===== src/rtl/scs8hd_bist_pkg.sv =====
// ============================================================================
//  Module      : scs8hd_bist_pkg
//  Description : Shared definitions for the a2111oi cell BIST: FSM state
//                encoding, MISR feedback taps and the golden cell function.
//  Revision    : 1.0  initial release
// ============================================================================
`default_nettype none

package scs8hd_bist_pkg;

   // Sequencer states: one vector window is APPLY, SETTLE x WAIT, CAPTURE.
   typedef enum logic [2:0] {
      ST_IDLE    = 3'd0,
      ST_APPLY   = 3'd1,
      ST_WAIT    = 3'd2,
      ST_CAPTURE = 3'd3,
      ST_DONE    = 3'd4
   } state_e;

   // Signature register width; the feedback polynomial below is only
   // defined for this width.
   localparam int MISR_W = 16;

   // Polynomial x^16 + x^15 + x^13 + x^4 + 1, expressed as the register
   // bits that feed the shift-in XOR: bits 15, 14, 12 and 3.
   localparam logic [MISR_W-1:0] MISR_TAPS = 16'hD008;

   // Number of exhaustive input vectors for a five-input cell.
   localparam int NUM_VEC = 32;

   // Golden response of the cell for vector {A1,A2,B1,C1,D1}.
   function automatic logic a2111oi_golden(input logic [4:0] vec);
      logic a1;
      logic a2;
      logic b1;
      logic c1;
      logic d1;
      a1 = vec[4];
      a2 = vec[3];
      b1 = vec[2];
      c1 = vec[1];
      d1 = vec[0];
      return ~((a1 & a2) | b1 | c1 | d1);
   endfunction

endpackage : scs8hd_bist_pkg

`default_nettype wire


===== src/rtl/scs8hd_bist_misr.sv =====
// ============================================================================
//  Module      : scs8hd_bist_misr
//  Description : 16-bit multiple-input signature register. Single serial
//                input XORed into bit 0 after each shift. Synchronous clear
//                has priority over enable; reset is asynchronous active-low.
//  Revision    : 1.0  initial release
// ============================================================================
`default_nettype none

module scs8hd_bist_misr
   import scs8hd_bist_pkg::*;
(
   input  logic              clk_i,
   input  logic              rst_ni,
   input  logic              clr_i,
   input  logic              en_i,
   input  logic              din_i,
   output logic [MISR_W-1:0] sig_o
);

   logic [MISR_W-1:0] sig_q;
   logic [MISR_W-1:0] sig_d;
   logic              w_feedback;

   // Parity of the tapped bits forms the bit shifted in at the bottom.
   assign w_feedback = ^(sig_q & MISR_TAPS);

   // Next signature: clear wins, otherwise shift with feedback and fold in
   // the serial response bit.
   always_comb begin
      sig_d = sig_q;
      if (clr_i) begin
         sig_d = '0;
      end else if (en_i) begin
         sig_d = {sig_q[MISR_W-2:0], w_feedback} ^ {{(MISR_W-1){1'b0}}, din_i};
      end
   end

   // Signature register.
   always_ff @(posedge clk_i or negedge rst_ni) begin
      if (!rst_ni) begin
         sig_q <= '0;
      end else begin
         sig_q <= sig_d;
      end
   end

   assign sig_o = sig_q;

endmodule : scs8hd_bist_misr

`default_nettype wire


===== src/rtl/scs8hd_a2111oi_bist.sv =====
// ============================================================================
//  Module      : scs8hd_a2111oi_bist
//  Description : Exhaustive BIST for an a2111oi cell. Applies all 32 input
//                vectors, samples Y_IN after SETTLE idle cycles, compares
//                against the golden function, counts mismatches, records the
//                first failing vector and compacts every response in a MISR.
//  Options     : SCS8HD_BIST_XCHK_EN - simulation-only X/Z-aware compare;
//                an unknown response counts as a mismatch and enters the
//                signature as 1.
//  Revision    : 1.0  initial release
// ============================================================================
`default_nettype none

module scs8hd_a2111oi_bist
   import scs8hd_bist_pkg::*;
#(
   parameter int SETTLE = 2,
   parameter int SIG_W  = 16,
   parameter int CNT_W  = 8
) (
   input  logic             CLK,
   input  logic             RESETB,
   input  logic             START,
   input  logic             ABORT,
   input  logic             Y_IN,
   output logic             A1,
   output logic             A2,
   output logic             B1,
   output logic             C1,
   output logic             D1,
   output logic             BUSY,
   output logic             DONE,
   output logic             PASS,
   output logic [CNT_W-1:0] FAIL_CNT,
   output logic [4:0]       FAIL_VEC,
   output logic [SIG_W-1:0] SIG
);

   // Wait counter only needs to reach SETTLE-1; keep at least one bit so the
   // SETTLE=0 build still has a legal (unused) register.
   localparam int c_WCNT_W = (SETTLE > 1) ? $clog2(SETTLE) : 1;
   localparam logic [c_WCNT_W-1:0] c_WAIT_LAST =
      c_WCNT_W'((SETTLE > 0) ? (SETTLE - 1) : 0);
   localparam logic [4:0] c_LAST_VEC = 5'(NUM_VEC - 1);

   state_e              state_q;
   state_e              state_d;
   logic [4:0]          vec_q;
   logic [4:0]          vec_d;
   logic [c_WCNT_W-1:0] wcnt_q;
   logic [c_WCNT_W-1:0] wcnt_d;
   logic [CNT_W-1:0]    fail_cnt_q;
   logic [CNT_W-1:0]    fail_cnt_d;
   logic [4:0]          fail_vec_q;
   logic [4:0]          fail_vec_d;
   logic                fail_seen_q;
   logic                fail_seen_d;

   logic                w_busy;
   logic                w_mismatch;
   logic                w_misr_bit;
   logic                w_misr_clr;
   logic                w_misr_en;
   logic [MISR_W-1:0]   w_sig;

   // ------------------------------------------------------------------
   // Response compare
   // ------------------------------------------------------------------
`ifdef SCS8HD_BIST_XCHK_EN
   // Four-state compare: an undriven or unknown Y counts as a failure and
   // is forced to 1 so the signature stays fully known.
   assign w_mismatch = (Y_IN !== a2111oi_golden(vec_q));
   assign w_misr_bit = (Y_IN === 1'b0) ? 1'b0 : 1'b1;
`else
   // Plain compare: an unknown Y propagates into the count and signature.
   assign w_mismatch = (Y_IN != a2111oi_golden(vec_q));
   assign w_misr_bit = Y_IN;
`endif

   // ------------------------------------------------------------------
   // Sequencer
   // ------------------------------------------------------------------

   // Next-state and datapath updates; ABORT takes priority over START and
   // also suppresses the compare on a CAPTURE cycle.
   always_comb begin
      state_d     = state_q;
      vec_d       = vec_q;
      wcnt_d      = wcnt_q;
      fail_cnt_d  = fail_cnt_q;
      fail_vec_d  = fail_vec_q;
      fail_seen_d = fail_seen_q;
      w_misr_clr  = 1'b0;
      w_misr_en   = 1'b0;

      case (state_q)
         ST_IDLE, ST_DONE: begin
            if (START && !ABORT) begin
               state_d     = ST_APPLY;
               vec_d       = '0;
               fail_cnt_d  = '0;
               fail_vec_d  = '0;
               fail_seen_d = 1'b0;
               w_misr_clr  = 1'b1;
            end
         end

         ST_APPLY: begin
            if (ABORT) begin
               state_d = ST_IDLE;
            end else begin
               wcnt_d  = '0;
               state_d = (SETTLE > 0) ? ST_WAIT : ST_CAPTURE;
            end
         end

         ST_WAIT: begin
            if (ABORT) begin
               state_d = ST_IDLE;
            end else if (wcnt_q == c_WAIT_LAST) begin
               state_d = ST_CAPTURE;
            end else begin
               wcnt_d = wcnt_q + 1'b1;
            end
         end

         ST_CAPTURE: begin
            if (ABORT) begin
               state_d = ST_IDLE;
            end else begin
               w_misr_en = 1'b1;
               // Adding the compare result keeps an unknown Y visible.
               if (fail_cnt_q != '1) begin
                  fail_cnt_d = fail_cnt_q + CNT_W'(w_mismatch);
               end
               if (w_mismatch && !fail_seen_q) begin
                  fail_vec_d  = vec_q;
                  fail_seen_d = 1'b1;
               end
               if (vec_q == c_LAST_VEC) begin
                  state_d = ST_DONE;
               end else begin
                  vec_d   = vec_q + 5'd1;
                  state_d = ST_APPLY;
               end
            end
         end

         default: begin
            state_d = ST_IDLE;
         end
      endcase
   end

   // Sequencer and result registers.
   always_ff @(posedge CLK or negedge RESETB) begin
      if (!RESETB) begin
         state_q     <= ST_IDLE;
         vec_q       <= '0;
         wcnt_q      <= '0;
         fail_cnt_q  <= '0;
         fail_vec_q  <= '0;
         fail_seen_q <= 1'b0;
      end else begin
         state_q     <= state_d;
         vec_q       <= vec_d;
         wcnt_q      <= wcnt_d;
         fail_cnt_q  <= fail_cnt_d;
         fail_vec_q  <= fail_vec_d;
         fail_seen_q <= fail_seen_d;
      end
   end

   // ------------------------------------------------------------------
   // Signature register
   // ------------------------------------------------------------------
   scs8hd_bist_misr u_misr (
      .clk_i  (CLK),
      .rst_ni (RESETB),
      .clr_i  (w_misr_clr),
      .en_i   (w_misr_en),
      .din_i  (w_misr_bit),
      .sig_o  (w_sig)
   );

   // ------------------------------------------------------------------
   // Outputs
   // ------------------------------------------------------------------
   assign w_busy = (state_q == ST_APPLY) || (state_q == ST_WAIT) ||
                   (state_q == ST_CAPTURE);

   // Stimulus follows the vector register for the whole window and is
   // forced low whenever no run is active.
   assign {A1, A2, B1, C1, D1} = w_busy ? vec_q : 5'd0;

   assign BUSY     = w_busy;
   assign DONE     = (state_q == ST_DONE);
   assign PASS     = (state_q == ST_DONE) && (fail_cnt_q == '0);
   assign FAIL_CNT = fail_cnt_q;
   assign FAIL_VEC = fail_vec_q;
   assign SIG      = SIG_W'(w_sig);

endmodule : scs8hd_a2111oi_bist

`default_nettype wire


===== config.mk =====
export PLATFORM = sky130hd
export DESIGN_NAME = scs8hd_a2111oi_bist
export DESIGN_NICKNAME = d
export VERILOG_FILES = /design/src/rtl/scs8hd_bist_pkg.sv /design/src/rtl/scs8hd_bist_misr.sv /design/src/rtl/scs8hd_a2111oi_bist.sv
export SDC_FILE = /design/constraint.sdc
export NUM_CORES = 1
export LEC_CHECK = 0
export BUFFER_PORTS_ARGS = -buffer_cell sky130_fd_sc_hd__buf_2
export CAP_MARGIN = 10
export CORE_ASPECT_RATIO = 1.2
export CORE_MARGIN = 4
export CORE_UTILIZATION = 54
export DETAILED_ROUTE_END_ITERATION = 7
export HOLD_SLACK_MARGIN = 0.06
export PLACE_DENSITY = 0.79
export SYNTH_ARGS = -nofsm -noshare
export SYNTH_HDL_FRONTEND = slang
export SYNTH_HIERARCHICAL = 1
export SYNTH_SLANG_ARGS = --single-unit

===== constraint.sdc =====
create_clock -name CLK -period 3.3 [get_ports CLK]
set_input_delay 0.495 -clock CLK [delete_from_list [all_inputs] [get_ports CLK]]
set_output_delay 0.495 -clock CLK [all_outputs]
set_load 0.01 [all_outputs]

# Word-level counts from Yosys, hierarchy flattened
# Cells that the tools add are included.
# W data, S select, Z words.
[word_totals] input_bits=5 word_cells=83 ff_bits=39 out_inout_bits=37
[op_classes] add_sub_neg=3 n_reduce_logical=19 n_mux=33 bitwise_logic=6 n_eq_ne=15
[op_table] op="$mux W16" count=2
[op_table] op="$mux W5" count=6
[op_table] op="$mux W8" count=3
[op_table] op="$pmux W5 S2" count=2
[op_table] op="$pmux W8 S2" count=1
[op_table] op="$reduce_xor A16 Y1" count=1
[op_table] op="$xor A16 B1 Y16" count=1
[op_table] op="$mux W3" count=5
[op_table] op="$ne A2 B2 Y1 const B" count=7
[op_table] op="$pmux W3 S4" count=1
[op_table] op="$reduce_and A4 Y1" count=3
[op_table] op="$mux W1" count=10
[op_table] op="$add A8 B1 Y8" count=1
[op_table] op="$logic_not A8 Y1" count=1
[op_table] op="$ne A8 B8 Y1 const B" count=1
[op_table] op="$eq A3 B2 Y1 const B" count=2
[op_table] op="$reduce_bool A2 Y1" count=3
[op_table] op="$add A5 B1 Y5 const B" count=1
[op_table] op="$eq A5 B5 Y1 const B" count=1
[op_table] op="$pmux W1 S2" count=2
[op_table] op="$eq A3 B1 Y1 const B" count=1
[op_table] op="$eq A3 B3 Y1 const B" count=1
[op_table] op="$logic_and A1 B1 Y1" count=3
[op_table] op="$logic_not A3 Y1" count=1
[op_table] op="other kinds (12)" count=16

# Depth between registers and ports, before layout
# Gate-level depths: netlist of run 1.
[depth] word_depth=10 ltp_mapped=9 mapped_depth_nobuf=7

# Hierarchy
# The synthesis of run 1 kept the hierarchy.
[modules_own_cells] mod="scs8hd_a2111oi_bist" area_each_um2=1341.3 n_inst=1 seq_area_each_um2=575.6 cells_each=141
[modules_own_cells] mod="scs8hd_bist_misr" area_each_um2=689.4 n_inst=1 seq_area_each_um2=400.4 cells_each=57

# Worst setup path after synthesis of run 1
# OpenSTA, ideal clock, no wires.
[synth_path] path_type="reg-to-reg" startpoint="register vec_q[3]" endpoint="register fail_cnt_q[6] (netlist: FAIL_CNT[6])" path_slack_ns=0.961 required_time_ns=3.223 stages_incl_launch_ff=8 setup_time_ns=0.077 path_buffers=0 t_arrival_ns=2.262 period_less_slack_ns=2.339 path_cell_list="dfrtp_1 -> a2111oi_2 -> xnor2_1 -> ha_1 -> and4b_1 -> o211ai_1 -> or4_1 -> a21oi_1"
[synth_via] elab_chain_len=10
[synth_rtl] element="start: declaration" line_no="scs8hd_a2111oi_bist.sv:48" rtl="logic [4:0] vec_q;"
[synth_rtl] element="start signal: assignment" line_no="scs8hd_a2111oi_bist.sv:166" rtl="vec_q <= vec_d;"
[synth_rtl] element="$and A1 B1 Y1" line_no="scs8hd_bist_pkg.sv:43" rtl="return ~((a1 & a2) | b1 | c1 | d1);"
[synth_rtl] element="$or A1 B1 Y1 (3 in series)" line_no="scs8hd_bist_pkg.sv:43"
[synth_rtl] element="$not A1 Y1" line_no="scs8hd_bist_pkg.sv:43"
[synth_rtl] element="$ne A1 B1 Y1" line_no="scs8hd_a2111oi_bist.sv:76" rtl="assign w_mismatch = (Y_IN != a2111oi_golden(vec_q));"
[synth_rtl] element="$add A8 B1 Y8" line_no="scs8hd_a2111oi_bist.sv:134" rtl="fail_cnt_d = fail_cnt_q + CNT_W'(w_mismatch);"
[synth_rtl] element="$mux W8" line_no="scs8hd_a2111oi_bist.sv:133" rtl="if (fail_cnt_q != '1) begin"
[synth_rtl] element="$mux W8" line_no="scs8hd_a2111oi_bist.sv:128" rtl="if (ABORT) begin"
[synth_rtl] element="$pmux W8 S2" line_no="scs8hd_a2111oi_bist.sv:96" rtl="case (state_q)"
[synth_rtl] element="end signal: assignment" line_no="scs8hd_a2111oi_bist.sv:168" rtl="fail_cnt_q <= fail_cnt_d;"
[synth_rtl] element="end: declaration" line_no="scs8hd_a2111oi_bist.sv:52" rtl="logic [CNT_W-1:0] fail_cnt_q;"
# Every way passes these cells. The select of a mux whose other input is x is not followed.
# A chain may end at the register's enable or synchronous reset.

# Worst setup path in the final report of run 1
[layout_path] startpoint="register vec_q[3]" endpoint="register fail_cnt_q[5] (netlist: FAIL_CNT[5])"
# Same word-level chain as after synthesis.

==> metrics.cfg, run 1 <==
[worst_setup_path]
r2r-start=vec_q[3]
critPathLaunchType=flip-flop
crit_type=flip-flop to flip-flop
crit_start=vec_q[3]
r2r-end=FAIL_CNT[5]
critical_path_arrival_ns=2.80
critPathMaxFanout=6
endpoint=FAIL_CNT[5]
cp.required_ns=3.51
rr_worst_depth=7
rrSetupSlack_ns=0.71
end_kind=flip-flop

[layout]
fin_nets=247
syn_to_final_growth_pct=16.6
fillers=309
layout_commonest_cell=buf_2
diodes=0
stdcell_area_um2=2370
drive_above_1_share_pct=25.9
layout_common_cells=41 x buf_2, 39 x dfrtp_1, 27 x nor2_1

[timing]
finalClockSkew_ns=0.00522
max_freq_ghz=0.386
post-route-min-period_ns=2.59
setup_tns_ns=0
drv_slew=0
fin_crit_sh_pct=78.4
rsz0062_at_grt=false
slew-limit-headroom_pct=42.8
setup_viol=0
finalHoldViolCount=0
tightest_slew_ns=0.859

[logic_synthesis]
synth_xor_area_share_pct=3.27
syn_nets=207
synth_seq_area_share_pct=48.1
syn_area_um2=2030
synth_seq_cells=39
synth_fa_ha_area_share_pct=2.46
yosys-top-cells-area=dfrtp_1 48%, mux2i_1 9.9%, nor2_1 5.2%
yosys_warnings=6
syn_inst=198
synth-simple-area-share_pct=21.5
synth_top_family_by_area=simple AND/OR/NAND/NOR gates
synthDistinctLibCells=47
syn_avg_cell_area_um2=10.3
synth_compound_area_share_pct=11.0
synth_top_area_cell=dfrtp_1
synthMuxAreaShare_pct=9.86
synth_top_area_share_pct=48.1

[clocking]
cts_max_level=2
clk_pin_slew_ns=0.08
cts_setup_buffers=0
postCtsHoldBufs=0
cts_resized=0
cts_tree=built
cts_buffer_depth=2
cts_root_buffer=clkbuf_8
insertion_delay_ns=0.28
cts_sinks=39
cts-buffers-inserted=5

[route]
ant_nets=0
drcViolationCount=0
vias_per_cell=5.60
first_iter_violations=109
vias=1629
drt_pre_antenna_iters=4
routed_wl_mm=4.34
wl_per_cell_um=14.9

[floorplan]
dieArea_um2=4810
die_w_um=64.0
die_h_um=75.2
io_pins=42
start_util_pct=55.9
placementRows=24
coreArea_um2=3630

[grt]
track_usage_pct=19.0
antenna_found_initial=0
grt_first_pass_wirelength_mm=7.26
grt_max_degree=40
grt_pass1_vias=1558
globalRouteOverflowTotal=0

[min_path]
hp-class=input pin to asynchronous set/reset pin

[power_and_ir_drop]
irDropWorstVdd_v=0.000228
power_leakage_nw=1.16
finalPower_w=0.00101
powerDensity_nw_per_um2=428

[place]
gp_congestion=0.853
dp_hpwl_mm=3.06
port_buffers=41
dpl-instance-area_um2=2260

[status]
status=completed

[job]
cap_violations=0

[registers in the layout, indices dropped and copies added, names as in the netlist]
signal,count
u_misr/sig_o,16
vec_q,5
state_q,3
fail_seen_q,1
FAIL_VEC,5
wcnt_q,1
FAIL_CNT,8
[synth_stat cells (all sizes together)]
| master | n |
|---|---|
| nor2 | 28 |
| o21ai | 6 |
| nor4bb | 1 |
| a32oi | 1 |
| and4b | 1 |
| dfrtp | 39 |
| a2111oi | 1 |
| nor3b | 2 |
| or3 | 1 |
| a22oi | 2 |
| xor2 | 1 |
| or2 | 4 |
| nor4b | 1 |
| a21o | 1 |
| nand3b | 1 |
| xnor2 | 4 |
| and3 | 2 |
| nand3 | 3 |
| or4 | 2 |
| xnor3 | 1 |
| inv | 6 |
| nand2b | 1 |
| and2 | 7 |
| o41ai | 1 |
| o2bb2ai | 3 |
| nor4 | 5 |
| ha | 4 |
| nand2 | 10 |
| nor3 | 10 |
| nand4 | 3 |
| mux2i | 20 |
| o21bai | 1 |
| clkbuf | 2 |
| a21oi | 5 |
| a221o | 1 |
| o31ai | 2 |
| o211ai | 1 |
| a22o | 5 |
| and3b | 1 |
| buf | 8 |
[power breakdown]
group	switching [W]	total (W)	internal [W]
Sequential	0.0000279	0.000524	0.000496
Clock	0.000166	0.000356	0.000190
Combinational	0.0000810	0.000134	0.0000526
[logic make-up after synthesis]
logic type	count (synthesis)
and+or+nand+nor	83
DFF	39
AOI/OAI and AO/OA	30
muxes	20
buffers and inverters	16
xor gates and xnor gates	6
adders and majority gates	4
[metal layers]
metal  up-vias  global-route usage [%]  routed length [um]
met5         -                       0                   0
met4         0                    6.24                  23
met3         4                    3.88                 233
met2        50                    30.3                2070
met1       786                    26.2                2020
li1        789                       -                   -
[worst min-delay path by stage]
stage / slack [ns] / startpoint / end / depth (start not counted)
floorplan: 0.20 / RESETB / FAIL_CNT[0] / 0
global placement: 0.49 / FAIL_VEC[4] / FAIL_VEC[4] / 1
detailed placement: 0.48 / FAIL_VEC[3] / FAIL_VEC[3] / 1
CTS: 0.34 / RESETB / u_misr/sig_o[7] / 1
global route: 0.39 / RESETB / vec_q[3] / 1
finish: 0.31 / RESETB / FAIL_VEC[0] / 1
[stage by stage]
step           cells  setup slack [ns]  util (%)  hold slack (ns)
6_report         291             0.712      65.2            0.314
3_3_place_gp     283             0.831      62.3            0.488
2_1_floorplan    198             0.961         -            0.199
5_1_grt          291             0.498      65.2            0.388
3_5_place_dp     283             0.746      62.3            0.484
4_1_cts          291             0.715      65.2            0.336
[final cells by class]
| cell class | instances | area, um2 | area share (%) |
|---|---|---|---|
| multi-input cells | 143 | 980 | 41.4 |
| well taps | 52 | 65.1 | 2.75 |
| inverters | 6 | 22.5 | 0.951 |
| repair buffers | 43 | 220 | 9.30 |
| flip-flops and latches | 39 | 976 | 41.2 |
| clock buffers | 7 | 96.3 | 4.07 |
| clock inverters | 1 | 7.51 | 0.317 |
[worst max-delay path: stages (launching register included)]
cell       delay [ns]
dfrtp_1          0.44
a2111oi_2        0.52
xnor2_1          0.27
ha_1             0.25
and4b_1          0.18
o211ai_1         0.18
or4_1            0.52
a21oi_1          0.15
Power figures use the tool's default switching activity.
==> inputs of run 2 (changes only) <==
--- a/config.mk
+++ b/config.mk
@@ -5,14 +5,15 @@
 export SDC_FILE = /design/constraint.sdc
 export NUM_CORES = 1
 export LEC_CHECK = 0
+export ABC_AREA = 1
 export BUFFER_PORTS_ARGS = -buffer_cell sky130_fd_sc_hd__buf_2
 export CAP_MARGIN = 10
 export CORE_ASPECT_RATIO = 1.2
 export CORE_MARGIN = 4
-export CORE_UTILIZATION = 54
+export CORE_UTILIZATION = 49
 export DETAILED_ROUTE_END_ITERATION = 7
 export HOLD_SLACK_MARGIN = 0.06
-export PLACE_DENSITY = 0.79
+export PLACE_DENSITY = 0.75
 export SYNTH_ARGS = -nofsm -noshare
 export SYNTH_HDL_FRONTEND = slang
 export SYNTH_HIERARCHICAL = 1
==> constraint.sdc (replaced) <==
create_clock -name CLK -period 2.28 [get_ports CLK]
set_input_delay 0.342 -clock CLK [delete_from_list [all_inputs] [get_ports CLK]]
set_output_delay 0.342 -clock CLK [all_outputs]
set_load 0.01 [all_outputs]
==> run 2 against run 1 <==
  * Clock power grew 68%
  * Global-route usage shrank 0.86 points
  * Critical path depth increased by 3
  * Total power rose by 89%
  * Maximum frequency rose by 40%
  * Core utilization shrank 4.5 points
  * Non-clock buffer count shrank 1
  * Sequential cell count is the same
  * Critical path type unchanged
  * Largest cell class is now flip-flops and latches
  * Final cell count grew 18%
  * Worst setup slack got worse by 0.28 ns
==> metrics.cfg, run 2 <==
[status]
status=completed

[logic_synthesis]
syn_nets=253
yosys_warnings=6
yosysMostFrequentCell=nand2_1
syn_inst=244
synth_edf_count=0
synth_seq_cells=39
synthDistinctLibCells=30
synth_ff_type=dfrtp_1
yosys-top-cells-area=dfrtp_1 47%, nand2_1 9.9%, inv_1 6.1%
syn_area_um2=2090
syn_avg_cell_area_um2=8.56
synth_top_area_share_pct=46.7
synth_seq_area_share_pct=46.7
synth_common_cells=55 x nand2_1, 39 x dfrtp_1, 34 x inv_1
async_flop_share_pct=100
synth_top_area_cell=dfrtp_1

[route]
drt_pre_antenna_iters=4
vias_per_cell=5.07
drcViolationCount=0
ant_nets=0
first_iter_violations=113
wl_per_cell_um=12.6
routed_wl_mm=4.35
vias=1745

[timing]
setup_viol=0
post-route-min-period_ns=1.85
max_freq_ghz=0.541
slew-limit-headroom_pct=42.2
setup_tns_ns=0
finalClockSkew_ns=0.00688
fin_crit_sh_pct=81.1
setup_ws_ns=0.431
finalHoldViolCount=0
tightest_slew_ns=0.867
rsz0062_at_grt=false
drv_slew=0

[clocking]
cts_root_buffer=clkbuf_8
cts_buffer_depth=2
clk_pin_slew_ns=0.08
cts-buffers-inserted=5
cts_tree=built
insertion_delay_ns=0.29
cts_max_level=2
cts_setup_buffers=0
cts_resized=0
postCtsHoldBufs=0
cts_sinks=39

[layout]
largest_reg_flops=16
final_util_pct=60.7
drive_above_1_share_pct=26.6
layout_commonest_cell=nand2_1
finalNonFillerCells=344
syn_to_final_growth_pct=17.2
diodes=0
layout_common_cells=55 x nand2_1, 41 x buf_2, 39 x dfrtp_1
fin_nets=298

[power_and_ir_drop]
irDropWorstVdd_v=0.000408
power_leakage_nw=1.29
finalPower_w=0.00192
powerDensity_nw_per_um2=784

[worst_setup_path]
max_stage_delay_ns=0.43
crit_path_top_delay_cell=dfrtp_1
rrSetupSlack_ns=0.43
cp.required_ns=2.50
r2r-end=FAIL_CNT[7]
cpMostUsedCell=nand2_1
critPathMaxFanout=8
worstPathCellList=nor2_1 > nand4_1 > nand2_1 > ha_1 > inv_1 > nor2_1 > nand2_1 > nand2_1 > nand3_1 > o21ai_1
r2r-start=vec_q[2]
end_kind=flip-flop
rr_worst_depth=10
critPathLaunchType=flip-flop
crit_type=flip-flop to flip-flop
critical_path_arrival_ns=2.06

[place]
gp_congestion=0.838
place_ws_ns=0.482
dp_cells=336
port_buffers=41
dp_hpwl_mm=3.18

[grt]
track_usage_pct=18.2
grt_max_degree=40
globalRouteOverflowTotal=0
grt.met2_usage_pct=29.8
grt_pass1_vias=1659
antenna_found_initial=0
top_usage_layer=met2
use_met1_pct=22.7
grt_first_pass_wirelength_mm=7.45
gr-usage-met3_pct=4.93

[floorplan]
die_h_um=79.5
start_util_pct=51.8
io_pins=42
die_w_um=67.6
dieArea_um2=5380
coreArea_um2=4040
placementRows=25

[job]
cap_violations=0

[min_path]
hp-class=input pin to asynchronous set/reset pin

run 2: changes by cell type after synthesis, moves of 6 or more:
cell | previous run | this run
inv_1 | 6 | 34
nand2_1 | 10 | 55
mux2i_1 | 20 | 0
o21ai_1 | 0 | 7
o22ai_2 | 0 | 10
nor2_1 | 28 | 22
nand3_1 | 3 | 20
nor3_1 | 10 | 1
run 2: stage by stage:
stage / cell area [um2] / hold WS [ns]
floorplan: 2090 / 0.0464
global placement: 2330 / 0.479
detailed placement: 2330 / 0.484
CTS: 2450 / 0.188
global route: 2450 / 0.240
finish: 2450 / 0.164
run 2: cell families after synthesis:
family | count (synthesis) | synth area share, %
XOR/XNOR | 7 | 2.93
buffers and inverters | 42 | 8.68
AND/OR/NAND/NOR | 119 | 26.2
adder cells (fa/ha/maj) | 4 | 2.40
flip-flops | 39 | 46.7
AO/OA/AOI/OAI | 33 | 13.1
run 2: power breakdown:
| part | switching [W] | leakage, nW | total (W) | internal, W |
|---|---|---|---|---|
| logic | 0.000354 | 0.687 | 0.000507 | 0.000152 |
| clock network | 0.000243 | 0.0612 | 0.000597 | 0.000354 |
| registers | 0.0000620 | 0.540 | 0.000816 | 0.000754 |
| total | 0.000659 | 1.29 | 0.00192 | 0.00126 |
run 2: worst max-delay path, delay by kind of cell, from the launching register on:
family                     cells  cell delay (ns)
AOI/OAI and AO/OA              1             0.12
adders and majority gates      1             0.24
and+or+nand+nor                7             0.92
DFF                            1             0.43
buffers and inverters          1             0.05
run 2: worst max path at each step:
stage	startpoint	slack, ns	cells past startpoint	to
2_1_floorplan	vec_q[2]	0.67	10	FAIL_CNT[3]
3_3_place_gp	vec_q[3]	0.54	11	FAIL_CNT[3]
3_5_place_dp	vec_q[2]	0.48	10	FAIL_CNT[3]
4_1_cts	state_q[0]	0.47	5	A1
5_1_grt	vec_q[3]	0.25	11	FAIL_CNT[3]
6_report	vec_q[2]	0.43	10	FAIL_CNT[7]
run 2: final cells by class:
class	instances	area, um2
inverter	38	143
sequential	39	976
fill	363	1590
clock buffer	6	82.6
timing repair buffer	42	213
multi-input combinational	163	932
tap	54	67.6
clock inverter	2	35.0
run 2: layer usage:
layer  vias to the layer above  wire length, um
met3                         7              285
li1                        877                -
met1                       811             1950
met4                         0               59
met5                         -                0
met2                        50             2050
